<file path="src/rtl/trap_filter_ctrl.sv">
// trap_filter_ctrl: sequencer and configuration controller for the trapezoidal shaping filter
// Owns the filter's k/l/M parameters and active-low reset. It flushes the filter and then
// waits for it to settle. After that it forwards filtered samples with a valid strobe.
// Optional feature macro: TRAP_FILTER_CTRL_AUTOFLUSH_EN flushes after IDLE_TIMEOUT idle cycles in RUN.
// Ports:
//   clk, reset                  clock, synchronous active-high reset
//   cfg_valid/cfg_ready/cfg_err configuration handshake and reject pulse
//   cfg_k, cfg_l, cfg_m         requested filter parameters
//   flush_req                   single-cycle flush request
//   in_valid, in_data           input sample stream
//   filt_rst_n, filt_k/l/m      filter reset and applied parameters
//   filt_in_data, filt_out_data filter data in and out
//   out_valid, out_data         registered filtered output
//   busy                        high while flushing or settling
module trap_filter_ctrl #(
  parameter int SIZE_FILTER_DATA = 16,
  parameter int K_MAX = 64,
  parameter int M_W = 4,
  parameter int K_DEF = 8,
  parameter int L_DEF = 4,
  parameter int M_DEF = 5,
  parameter int PIPE_LAT = 6,
  parameter int FLUSH_CYC = 2,
  parameter int IDLE_TIMEOUT = 256
) (
  input  logic                        clk,
  input  logic                        reset,
  input  logic                        cfg_valid,
  output logic                        cfg_ready,
  input  logic [6:0]                  cfg_k,
  input  logic [6:0]                  cfg_l,
  input  logic [M_W-1:0]              cfg_m,
  output logic                        cfg_err,
  input  logic                        flush_req,
  input  logic                        in_valid,
  input  logic [SIZE_FILTER_DATA-1:0] in_data,
  output logic                        filt_rst_n,
  output logic [6:0]                  filt_k,
  output logic [6:0]                  filt_l,
  output logic [M_W-1:0]              filt_m,
  output logic [SIZE_FILTER_DATA-1:0] filt_in_data,
  input  logic [SIZE_FILTER_DATA-1:0] filt_out_data,
  output logic                        out_valid,
  output logic [SIZE_FILTER_DATA-1:0] out_data,
  output logic                        busy
);
  typedef enum logic [1:0] {FLUSH, SETTLE, RUN} state_t;
  state_t state_q, state_d;
  logic [7:0] cnt_q, cnt_d, settle_len;
  logic [6:0] filt_k_q, filt_k_d, filt_l_q, filt_l_d;
  logic [M_W-1:0] filt_m_q, filt_m_d;
  logic [SIZE_FILTER_DATA-1:0] filt_in_data_q, filt_in_data_d, out_data_q, out_data_d;
  logic [PIPE_LAT:0] vpipe_q, vpipe_d;
  logic filt_rst_n_q, filt_rst_n_d, cfg_ready_q, cfg_ready_d, cfg_err_q, cfg_err_d;
  logic busy_q, busy_d, out_valid_q, out_valid_d;
  logic run, acc, cfg_ok, apply, auto_flush;
`ifdef TRAP_FILTER_CTRL_AUTOFLUSH_EN
  localparam int IW = $clog2(IDLE_TIMEOUT + 1);
  logic [IW-1:0] idle_q, idle_d;
  assign auto_flush = run && !in_valid && idle_q == IW'(IDLE_TIMEOUT - 1);
  always_comb idle_d = (state_d == RUN && !in_valid) ? idle_q + IW'(1) : '0;
  always_ff @(posedge clk) idle_q <= reset ? '0 : idle_d;
`else
  localparam int unused_idle_timeout = IDLE_TIMEOUT;
  assign auto_flush = 1'b0;
`endif
  always_comb begin
    run = state_q == RUN;
    acc = cfg_valid && cfg_ready_q;
    cfg_ok = cfg_l != 7'd0 && cfg_l <= cfg_k && cfg_k <= 7'(K_MAX);
    apply = acc && cfg_ok;
    settle_len = 8'(filt_k_q) + 8'(filt_l_q) + 8'(PIPE_LAT);
    cnt_d = run ? 8'd0 : cnt_q + 8'd1;
    state_d = state_q;
    if (state_q == FLUSH && cnt_q == 8'(FLUSH_CYC - 1)) begin
      state_d = SETTLE;
      cnt_d = '0;
    end
    // SETTLE lasts exactly settle_len cycles
    if (state_q == SETTLE && cnt_d == settle_len) begin
      state_d = RUN;
      cnt_d = '0;
    end
    if (flush_req || apply || auto_flush) begin
      state_d = FLUSH;
      cnt_d = '0;
    end
    // parameters only move on the edge that enters FLUSH
    filt_k_d = apply ? cfg_k : filt_k_q;
    filt_l_d = apply ? cfg_l : filt_l_q;
    filt_m_d = apply ? cfg_m : filt_m_q;
    filt_rst_n_d = state_d != FLUSH;
    cfg_ready_d = state_d == RUN;
    busy_d = state_d != RUN;
    cfg_err_d = acc && !cfg_ok;
    filt_in_data_d = (state_d != FLUSH && in_valid) ? in_data : '0;
    // only samples admitted while running may ever raise out_valid
    vpipe_d = {vpipe_q[PIPE_LAT-1:0], in_valid && run};
    out_valid_d = vpipe_q[PIPE_LAT] && state_d == RUN;
    out_data_d = filt_out_data;
  end
  always_ff @(posedge clk) begin
    if (reset) begin
      state_q <= FLUSH;
      cnt_q <= '0;
      filt_k_q <= 7'(K_DEF);
      filt_l_q <= 7'(L_DEF);
      filt_m_q <= M_W'(M_DEF);
      filt_rst_n_q <= 1'b0;
      cfg_ready_q <= 1'b0;
      cfg_err_q <= 1'b0;
      busy_q <= 1'b1;
      filt_in_data_q <= '0;
      vpipe_q <= '0;
      out_valid_q <= 1'b0;
      out_data_q <= '0;
    end else begin
      state_q <= state_d;
      cnt_q <= cnt_d;
      filt_k_q <= filt_k_d;
      filt_l_q <= filt_l_d;
      filt_m_q <= filt_m_d;
      filt_rst_n_q <= filt_rst_n_d;
      cfg_ready_q <= cfg_ready_d;
      cfg_err_q <= cfg_err_d;
      busy_q <= busy_d;
      filt_in_data_q <= filt_in_data_d;
      vpipe_q <= vpipe_d;
      out_valid_q <= out_valid_d;
      out_data_q <= out_data_d;
    end
  end
  assign cfg_ready = cfg_ready_q;
  assign cfg_err = cfg_err_q;
  assign filt_rst_n = filt_rst_n_q;
  assign filt_k = filt_k_q;
  assign filt_l = filt_l_q;
  assign filt_m = filt_m_q;
  assign filt_in_data = filt_in_data_q;
  assign out_valid = out_valid_q;
  assign out_data = out_data_q;
  assign busy = busy_q;
endmodule
</file>
<file path="config.mk">
export PLATFORM = sky130hd
export DESIGN_NAME = trap_filter_ctrl
export DESIGN_NICKNAME = d
export VERILOG_FILES = /design/src/rtl/trap_filter_ctrl.sv
export SDC_FILE = /design/constraint.sdc
export NUM_CORES = 1
export LEC_CHECK = 0
export CAP_MARGIN = 40
export CORE_MARGIN = 2
export CORE_UTILIZATION = 40
export CTS_BUF_LIST = sky130_fd_sc_hd__clkbuf_4 sky130_fd_sc_hd__clkbuf_8
export CTS_CLUSTER_SIZE = 12
export DETAILED_ROUTE_END_ITERATION = 10
export GPL_ROUTABILITY_DRIVEN = 0
export GPL_TIMING_DRIVEN = 0
export PLACE_DENSITY = 0.73
export SYNTH_ARGS = -nofsm -noshare
export SYNTH_HDL_FRONTEND = slang
export SYNTH_SLANG_ARGS = --single-unit
</file>
<file path="constraint.sdc">
create_clock -name clk -period 3.14 [get_ports clk]
set_input_delay 0.628 -clock clk [delete_from_list [all_inputs] [get_ports clk]]
set_output_delay 0.628 -clock clk [all_outputs]
set_load 0.005 [all_outputs]
</file>
Word-level counts from Yosys, hierarchy flattened
Index checks and enable logic that the tools add are counted. Widths: inputs -> output; s select.

Bits in registers: 72. Input bits: 55. Output and inout bits: 55. Logic and storage cells: 47.

Add/sub/neg operators: 3. $lt $le $gt $ge: 2. Equality and inequality tests: 6. Multiplexer cells: 5. Bitwise gates (word level): 1. Reductions and logical operators: 17.

Operators with widths (count): $mux 8 (2); $logic_and 1x1->1 (10); $add 7x7->8 (1); $add 8x1->8 const B (1); $add 8x3->8 const B (1); $eq 8x1->1 const B (1); $eq 8x8->1 (1); $le 7x7->1 (1); $le 7x7->1 const B (1); $reduce_bool 7->1 (1); $mux 2 (3); $eq 2x2->1 const B (2); $reduce_or 3->1 (1); $eq 2x1->1 const B (1); $logic_not 2->1 (1); $ne 2x2->1 const B (1); $reduce_bool 2->1 (1); $reduce_or 2->1 (1); $logic_not 1->1 (1); $logic_or 1x1->1 (1); $not 1->1 (1).

Longest topological paths before layout
Gate-level depths: netlist of the first run.

Depth after elaboration: 11. Mapped depth: 12. Depth with buffers taken out: 12.

Worst setup path after synthesis of the first run
No wires, ideal clock.

Path kind: reg-to-reg. Start: register filt_k_q[1] (netlist: filt_k[1]). End: register busy_q (netlist: busy). Library setup time: 0.117 ns. Data arrival time: 2.651 ns. Data required time: 3.023 ns. Path slack: 0.372 ns. Stages on the path, launching flop included: 13. Path buffers: 0. Clock period less this slack: 2.768 ns. Path through: dfxtp_1 > inv_1 > ha_1 > inv_1 > ha_1 > inv_1 > fa_1 > xnor3_1 > xnor2_1 > nor2_1 > nand3b_1 > or4_4 > o22a_1.

Cells in the longest elaborated chain, start to end: 7.

Ends and longest elaborated chain: from (decl) (line 50) `logic [6:0] filt_k_q, filt_k_d, filt_l_q, filt_l_d;`; from (signal assigned) (line 106) `filt_k_q <= 7'(K_DEF);`; from (signal assigned) (line 120) `filt_k_q <= filt_k_d;`; $add 7x7->8 (line 72) `settle_len = 8'(filt_k_q) + 8'(filt_l_q) + 8'(PIPE_LAT);`; $add 8x3->8 (line 72); $eq 8x8->1 (line 80) `if (state_q == SETTLE && cnt_d == settle_len) begin`; $logic_and 1x1->1 (line 80); $mux 2 (line 80); $mux 2 (line 84) `if (flush_req || apply || auto_flush) begin`; $ne 2x2->1 (line 94) `busy_d = state_d != RUN;`; to (signal assigned) (line 126) `busy_q <= busy_d;`; to (decl) (line 55) `logic busy_q, busy_d, out_valid_q, out_valid_d;`.

No other way between the ends. A chain may end at the register's enable or synchronous reset.

Worst setup path after layout of the first run
Start: input cfg_k[5]. End: register out_valid_q (netlist: out_valid).

Cells in the longest elaborated chain, start to end: 8. Elaborated cells between the ends (all ways): 9. Classes of those cells: order compare (2); eq/ne (1); mux (1); reduce/logical (5).

Ends and longest elaborated chain: from (decl) (line 30) `input logic [6:0] cfg_k,`; $le 7x7->1 (line 70) `cfg_ok = cfg_l != 7'd0 && cfg_l <= cfg_k && cfg_k <= 7'(K_MAX);`; $logic_and 1x1->1 (line 70); $logic_and 1x1->1 (*) (line 70); $logic_and 1x1->1 (*) (line 71) `apply = acc && cfg_ok;`; $logic_or 1x1->1 (*) (line 84); $mux 2 (*) (line 84); $eq 2x2->1 (*) (line 99) `out_valid_d = vpipe_q[PIPE_LAT] && state_d == RUN;`; $logic_and 1x1->1 (*) (line 99); to (signal assigned) (line 129) `out_valid_q <= out_valid_d;`; to (decl) (line 55).

Mark *: on every way between the ends. The rest lies on a longest branch, timed or not.

==> summary.md, run 1 <==
| Metric | Value |
|---|---|
| Crit path DAT | `around 3.3 ns` |
| Gate Count Post-Synth | `300` |
| Sw Ratio | `0.237` |
| Outcome | `finished clean` |
| Initial detailed-routing violation count | `just over 60` |
| Top_reg_cell synth | `dfxtp_1` |
| Detailed-route via count | `~2600` |
| PD cells | `a little under 400 nW/um^2` |
| Cell-internal power | `around 0.0014 W` |
| Max Cap Viol | `0` |
| Switch Pwr | `roughly 0.00042 W` |
| Overall global routing resource usage | `0.176` |
| Antenna cells | `0` |
| Flops & latches, synth | `72` |
| Clk slew on worst S/H paths | `around 0.08 ns` |
| DIE HEIGHT | `just over 90 um` |
| Std-Cell Rows | `32` |
| Clk sinks | `between 70 and 80` |
| Post-synthesis sequential area ratio | `0.466` |
| Max FO, Critical Path | `10` |
| Syn avg cell area | `a little over 10 um^2` |
| Remaining antenna violation count | `0` |
| Crit share post-route | `0.975` |
| Crit path capture type | `flop` |
| Clock Path Buffers | `2` |
| Die footprint | `8450 um^2` |
| Slew headroom | `0.595` |
| Initial antenna violation count | `0` |
| DRT Pass-1 Iters | `4` |
| Clock share of power | `0.380` |
| Ports | `110` |
| Initial core utilization | `0.407` |
| Filler cells | `around 650` |
| Remaining DRCs | `0` |
| LEAKAGE | `~1.8 nW` |
| Fin Clk Skew | `0.00900 ns` |
| EDFF count, synth | `0` |
| Clock latency on the worst-skew pair | `0.34 ns` |
| Worst Hold Class | `flop to flop` |
| TritonCTS clock tree | `built` |
| DP Wirelength | `5.60 mm` |
| Vias in the first global route | `~2500` |
| Wire length per cell | `around 14 um` |
| Setup tns final | `0 ns` |
| Setup-failing EPs final | `0` |
| Worst hold slack | `between 0.4 and 0.5 ns` |
| Max VDD drop | `about 270 uV` |
| Synthesis Warnings | `0` |
| Area delta synth->final | `46.3%` |
| Routed WL | `a little over 7 mm` |
| Mapped Nets | `between 300 and 400` |
| Final min period | `3.06 ns` |
| Distinct cells, synth | `46` |
| Largest net degree at the start of global routing | `14` |
| Post-synth ARST share | `0` |
| Final Max Tran Viols | `0` |
| CTS buffer count | `9` |
| CTS Root Cell | `clkbuf_8` |
| Mapped Area | `3090 um^2` |
| Die width | `92.0 um` |
| Worst path required time | `~3.4 ns` |
| Port bufs | `roughly 110` |
| Worst setup path category | `primary input to flop` |
| Combinational Power Share | `0.096` |
| RSZ-0062 raised after global routing | `yes` |
| FMAX | `roughly 330 MHz` |
| First-pass GRT wire length | `roughly 12 mm` |
| CTS H-tree lvls | `3` |
| GR Overflow Total | `0` |
| Seq pwr share | `0.524` |
| Final hold vios | `0` |
| Slew @ Worst Pin | `~0.6 ns` |
| Core area | `7610 um^2` |
| Startpoint Class | `primary input` |
| Vias/cell | `4.87` |
| Final net count | `roughly 500` |
| Layout cell share with drive strength beyond 1 | `0.0894` |
| Flop-to-flop setup slack | `roughly 0.23 ns` |
## worst paths after layout
path | from | endpoint | cells past startpoint
hold reg to reg | vpipe_q[2] | vpipe_q[3] | 1
hold / removal | vpipe_q[2] | vpipe_q[3] | 1
setup / recovery | cfg_k[5] | out_valid | 10
setup reg to reg | filt_k[1] | busy | 12
## per-stage QoR
stage | cell area [um^2] | utilization | std cells | setup WS (ns) | power (W)
final | 4530 | 0.595 | 527 | 0.0780 | 0.00178
after global routing | 4530 | 0.595 | 527 | -0.0289 | 0.00186
after CTS | 4510 | 0.593 | 527 | 0.0359 | 0.00180
after detailed placement | 4310 | 0.567 | 511 | -0.513 | 0.00112
after global placement | 4310 | 0.567 | 511 | -0.487 | 0.00112
after floorplan | 3090 | - | 300 | 0.372 | 0.00101
## power by group through the flow
stage | Sequential, W | Combinational (W) | Clock [W]
2_1_floorplan | 0.000957 | 0.0000519 | 0
3_3_place_gp | 0.000956 | 0.000164 | 0
3_5_place_dp | 0.000956 | 0.000167 | 0
4_1_cts | 0.000934 | 0.000170 | 0.000697
5_1_grt | 0.000936 | 0.000186 | 0.000734
6_report | 0.000934 | 0.000171 | 0.000678
## timing repair
action                     in CTS  in global routing
setup buffers                   0                  1
pin swaps                       0                  1
hold buffers                    0                  0
setup endpoints to repair      19                 26
gates resized for setup         2                  5
## synth_stat cells (2+ instances only)
cell       count  share of area
xor2_1         6          0.017
or3_1          2         0.0040
nand2b_1       7          0.014
nor2b_1       27          0.055
nor3_1         5         0.0081
inv_1         21          0.025
a21oi_2        2         0.0057
o22a_1         2         0.0057
a2111oi_2      2         0.0097
ha_1          22          0.089
nor2_1        23          0.028
xnor2_1        4          0.011
o211ai_1       3         0.0073
nor4_1         3         0.0061
or2_2          3         0.0061
and2_1        16          0.032
dfxtp_1       72           0.47
o22ai_1        3         0.0061
xor3_1         2          0.015
nand3_1        3         0.0049
nand4_1        3         0.0061
mux2i_1       14          0.045
clkbuf_1       7         0.0085
a2111oi_1      2         0.0065
a211oi_1       4         0.0097
a21oi_1       11          0.018
buf_4          2         0.0049
a211o_1        4          0.011
nand2_1        4         0.0049
a21o_1         2         0.0049
o21ai_0        4         0.0065
## worst max-delay path, cell delays in order
cell and delay, ns:
clkdlybuf4s50_1 0.48, inv_1 0.07, ha_1 0.31, a21o_1 0.18, a21oi_1 0.22, nor2_1 0.15
o41ai_4 0.63, clkbuf_2 0.35, nor2_1 0.07, a31o_1 0.21
## logic make-up after synthesis
family	after synthesis	share of synthesized area
AND/OR/NAND/NOR	104	0.196
AO/OA/AOI/OAI	44	0.108
multiplexers	14	0.0453
XOR/XNOR	13	0.0509
adder cells (fa/ha/maj)	23	0.0954
flip-flops	72	0.466
buffers and inverters	30	0.0388
## cell type report
| type | count | area [um^2] | share of cell area |
|---|---|---|---|
| Tap cell | 102 | 128 | 0.0282 |
| Clock inverter | 5 | 38.8 | 0.00857 |
| Buffer | 8 | 38.8 | 0.00857 |
| Multi-Input combinational cell | 198 | 1560 | 0.344 |
| Timing Repair Buffer | 110 | 1100 | 0.243 |
| Sequential cell | 72 | 1440 | 0.319 |
| Inverter | 21 | 78.8 | 0.0174 |
| Clock buffer | 11 | 145 | 0.0321 |
## metal layers
layer	global-route usage	part of all wire	vias to the layer above
met5	0	0	-
met4	0.0560	0.014	0
met3	0.0592	0.069	11
met2	0.303	0.49	89
met1	0.207	0.43	1193
li1	-	-	1274
## state kept, by name (all words and copies together) (netlist names), 2 cells and up
name / cells
filt_l: 7
out_data: 16
filt_m: 4
vpipe_q: 7
filt_k: 7
cnt_q: 8
filt_in_data: 16
state_q: 2
## cells in the final DEF (no fill, tap or decap), types with 7 or more instances in the layout
master / n
a21oi_1: 11
and2_1: 16
clkbuf_8: 10
clkdlybuf4s50_1: 109
dfxtp_1: 71
ha_1: 22
inv_1: 21
mux2i_1: 14
nand2b_1: 7
nor2_1: 23
nor2b_1: 27
Power figures use the tool's default switching activity.
==> inputs of run 2 (changes only) <==
Settings changed: TNS_END_PERCENT set to 10.
==> summary.md, run 2 (synthesized netlist as in run 1, its figures left out) <==
| Metric | Value |
|---|---|
| Overall global routing resource usage | `0.176` |
| Initial core utilization | `0.407` |
| Die footprint | `about 8500 um^2` |
| Final min period | `slightly above 3 ns` |
| Worst setup path category | `primary input to flop` |
| Routed WL | `7.26 mm` |
| Final hold vios | `0` |
| Max Cap Viol | `0` |
| Port bufs | `around 110` |
| Initial antenna violation count | `0` |
| Startpoint Class | `primary input` |
| Std-Cell Rows | `32` |
| Remaining antenna violation count | `0` |
| Detailed-route via count | `between 2000 and 3000` |
| Initial detailed-routing violation count | `between 50 and 60` |
| Antenna cells | `0` |
| Outcome | `finished clean` |
| Post-CTS Hold Buffers | `0` |
| Core area | `7610 um^2` |
| Clock Path Buffers | `2` |
| TritonCTS clock tree | `built` |
| DRT Pass-1 Iters | `4` |
| Filler cells | `about 650` |
| Max VDD drop | `269 uV` |
| Slew @ Worst Pin | `~0.63 ns` |
| Worst Hold Class | `flop to flop` |
| Slew headroom | `0.580` |
| Total power draw | `0.00178 W` |
| Most common cell after layout, fill and taps aside | `clkdlybuf4s50_1` |
| First-pass GRT wire length | `about 12 mm` |
| Area delta synth->final | `46.2%` |
| Clk sinks | `72` |
| Final Max Tran Viols | `0` |
| Crit share post-route | `0.978` |
| Clock latency on the worst-skew pair | `between 0.3 and 0.4 ns` |
| Max FO, Critical Path | `10` |
| Crit path capture type | `flop` |
| GRT busiest layer | `met2` |
| DIE HEIGHT | `between 90 and 100 um` |
| Vias in the first global route | `about 2500` |
| CTS Root Cell | `clkbuf_8` |
| Met3 usage | `0.0592` |
| Clk slew on worst S/H paths | `0.08 ns` |
| Vias/cell | `4.87` |
| Wire length per cell | `13.8 um` |
| Grt met2 use | `0.303` |
| Commonest non-fill, non-tap cells in the layout | `clkdlybuf4s50_1 (109), dfxtp_1 (71), nor2b_1 (27)` |
| Final net count | `approximately 500` |
| Largest net degree at the start of global routing | `14` |
| Ports | `110` |
| LEAKAGE | `about 1.8 nW` |
| Setup-failing EPs final | `0` |
| Layout cell share with drive strength beyond 1 | `0.0871` |
| Crit path DAT | `3.30 ns` |
| Die width | `a little over 90 um` |
| GR Overflow Total | `0` |
| CTS buffer count | `9` |
| Worst path required time | `between 3 and 4 ns` |
| DP Wirelength | `5.60 mm` |
| PD cells | `slightly below 400 nW/um^2` |
| FMAX | `326 MHz` |
| Remaining DRCs | `0` |
| Met1 Resource Use GR | `0.207` |
| RSZ-0062 raised after global routing | `yes` |
| CTS H-tree lvls | `3` |
| Final Core Density | `0.595` |
| Fin Clk Skew | `around 0.0091 ns` |
-- run 2: cell types whose count changed in the layout (fill, tap and decap cells not counted), sizes merged --
| cell | change |
|---|---|
| buf | -1 |
| clkbuf | +1 |
-- run 2: what timing repair did --
| item | in CTS | in global routing |
|---|---|---|
| resized for setup | 2 | 6 |
| endpoints found under the setup margin | 19 | 26 |
| pin swaps | 0 | 2 |
| setup buffers | 0 | 0 |
-- run 2: per-stage QoR --
stage | setup slack, ns | setup TNS [ns] | hold slack, ns | std cells | cell area, um^2
after floorplan | 0.372 | 0 | 0.414 | 300 | 3090
after global placement | -0.487 | -12.07 | 0.423 | 511 | 4310
after detailed placement | -0.513 | -13.57 | 0.425 | 511 | 4310
after CTS | 0.0359 | 0 | 0.434 | 527 | 4510
after global routing | -0.0289 | -0.0977 | 0.451 | 527 | 4520
final | 0.0699 | 0 | 0.434 | 527 | 4520
-- run 2: routing by layer --
| metal | vias to the layer above | part of all wire |
|---|---|---|
| met5 | - | 0 |
| met4 | 0 | 0.014 |
| met3 | 11 | 0.070 |
| met2 | 90 | 0.49 |
| met1 | 1191 | 0.43 |
| li1 | 1274 | - |
-- run 2: power breakdown --
part | switching, W | internal (W)
sequential | 0.00000678 | 0.000928
combinational | 0.0000629 | 0.000108
clock | 0.000354 | 0.000325
-- run 2: worst paths after layout --
path	start	endpoint	slack, ns	depth (start not counted)
max reg2reg	filt_k[1]	cnt_q[4]	0.23	12
max	cfg_k[5]	out_valid	0.07	10
min	vpipe_q[2]	vpipe_q[3]	0.43	1
min reg2reg	vpipe_q[2]	vpipe_q[3]	0.43	1
-- run 2: layout make-up --
| class | instances | area (um^2) | share of cell area |
|---|---|---|---|
| clock inverter | 5 | 38.8 | 0.00858 |
| inverter | 21 | 78.8 | 0.0174 |
| timing repair buffer | 109 | 1090 | 0.241 |
| tap | 102 | 128 | 0.0282 |
| multi-input combinational | 198 | 1560 | 0.344 |
| clock buffer | 11 | 145 | 0.0321 |
| sequential | 72 | 1440 | 0.319 |
| buffer | 9 | 43.8 | 0.00968 |
-- run 2: critical path, cell delays in order --
cell and delay (ns):
clkdlybuf4s50_1 0.48, inv_1 0.07, ha_1 0.31, a21o_1 0.18
a21oi_1 0.22, nor2_1 0.15, o41ai_4 0.64, clkbuf_2 0.35
nor2_1 0.07, a31o_1 0.21
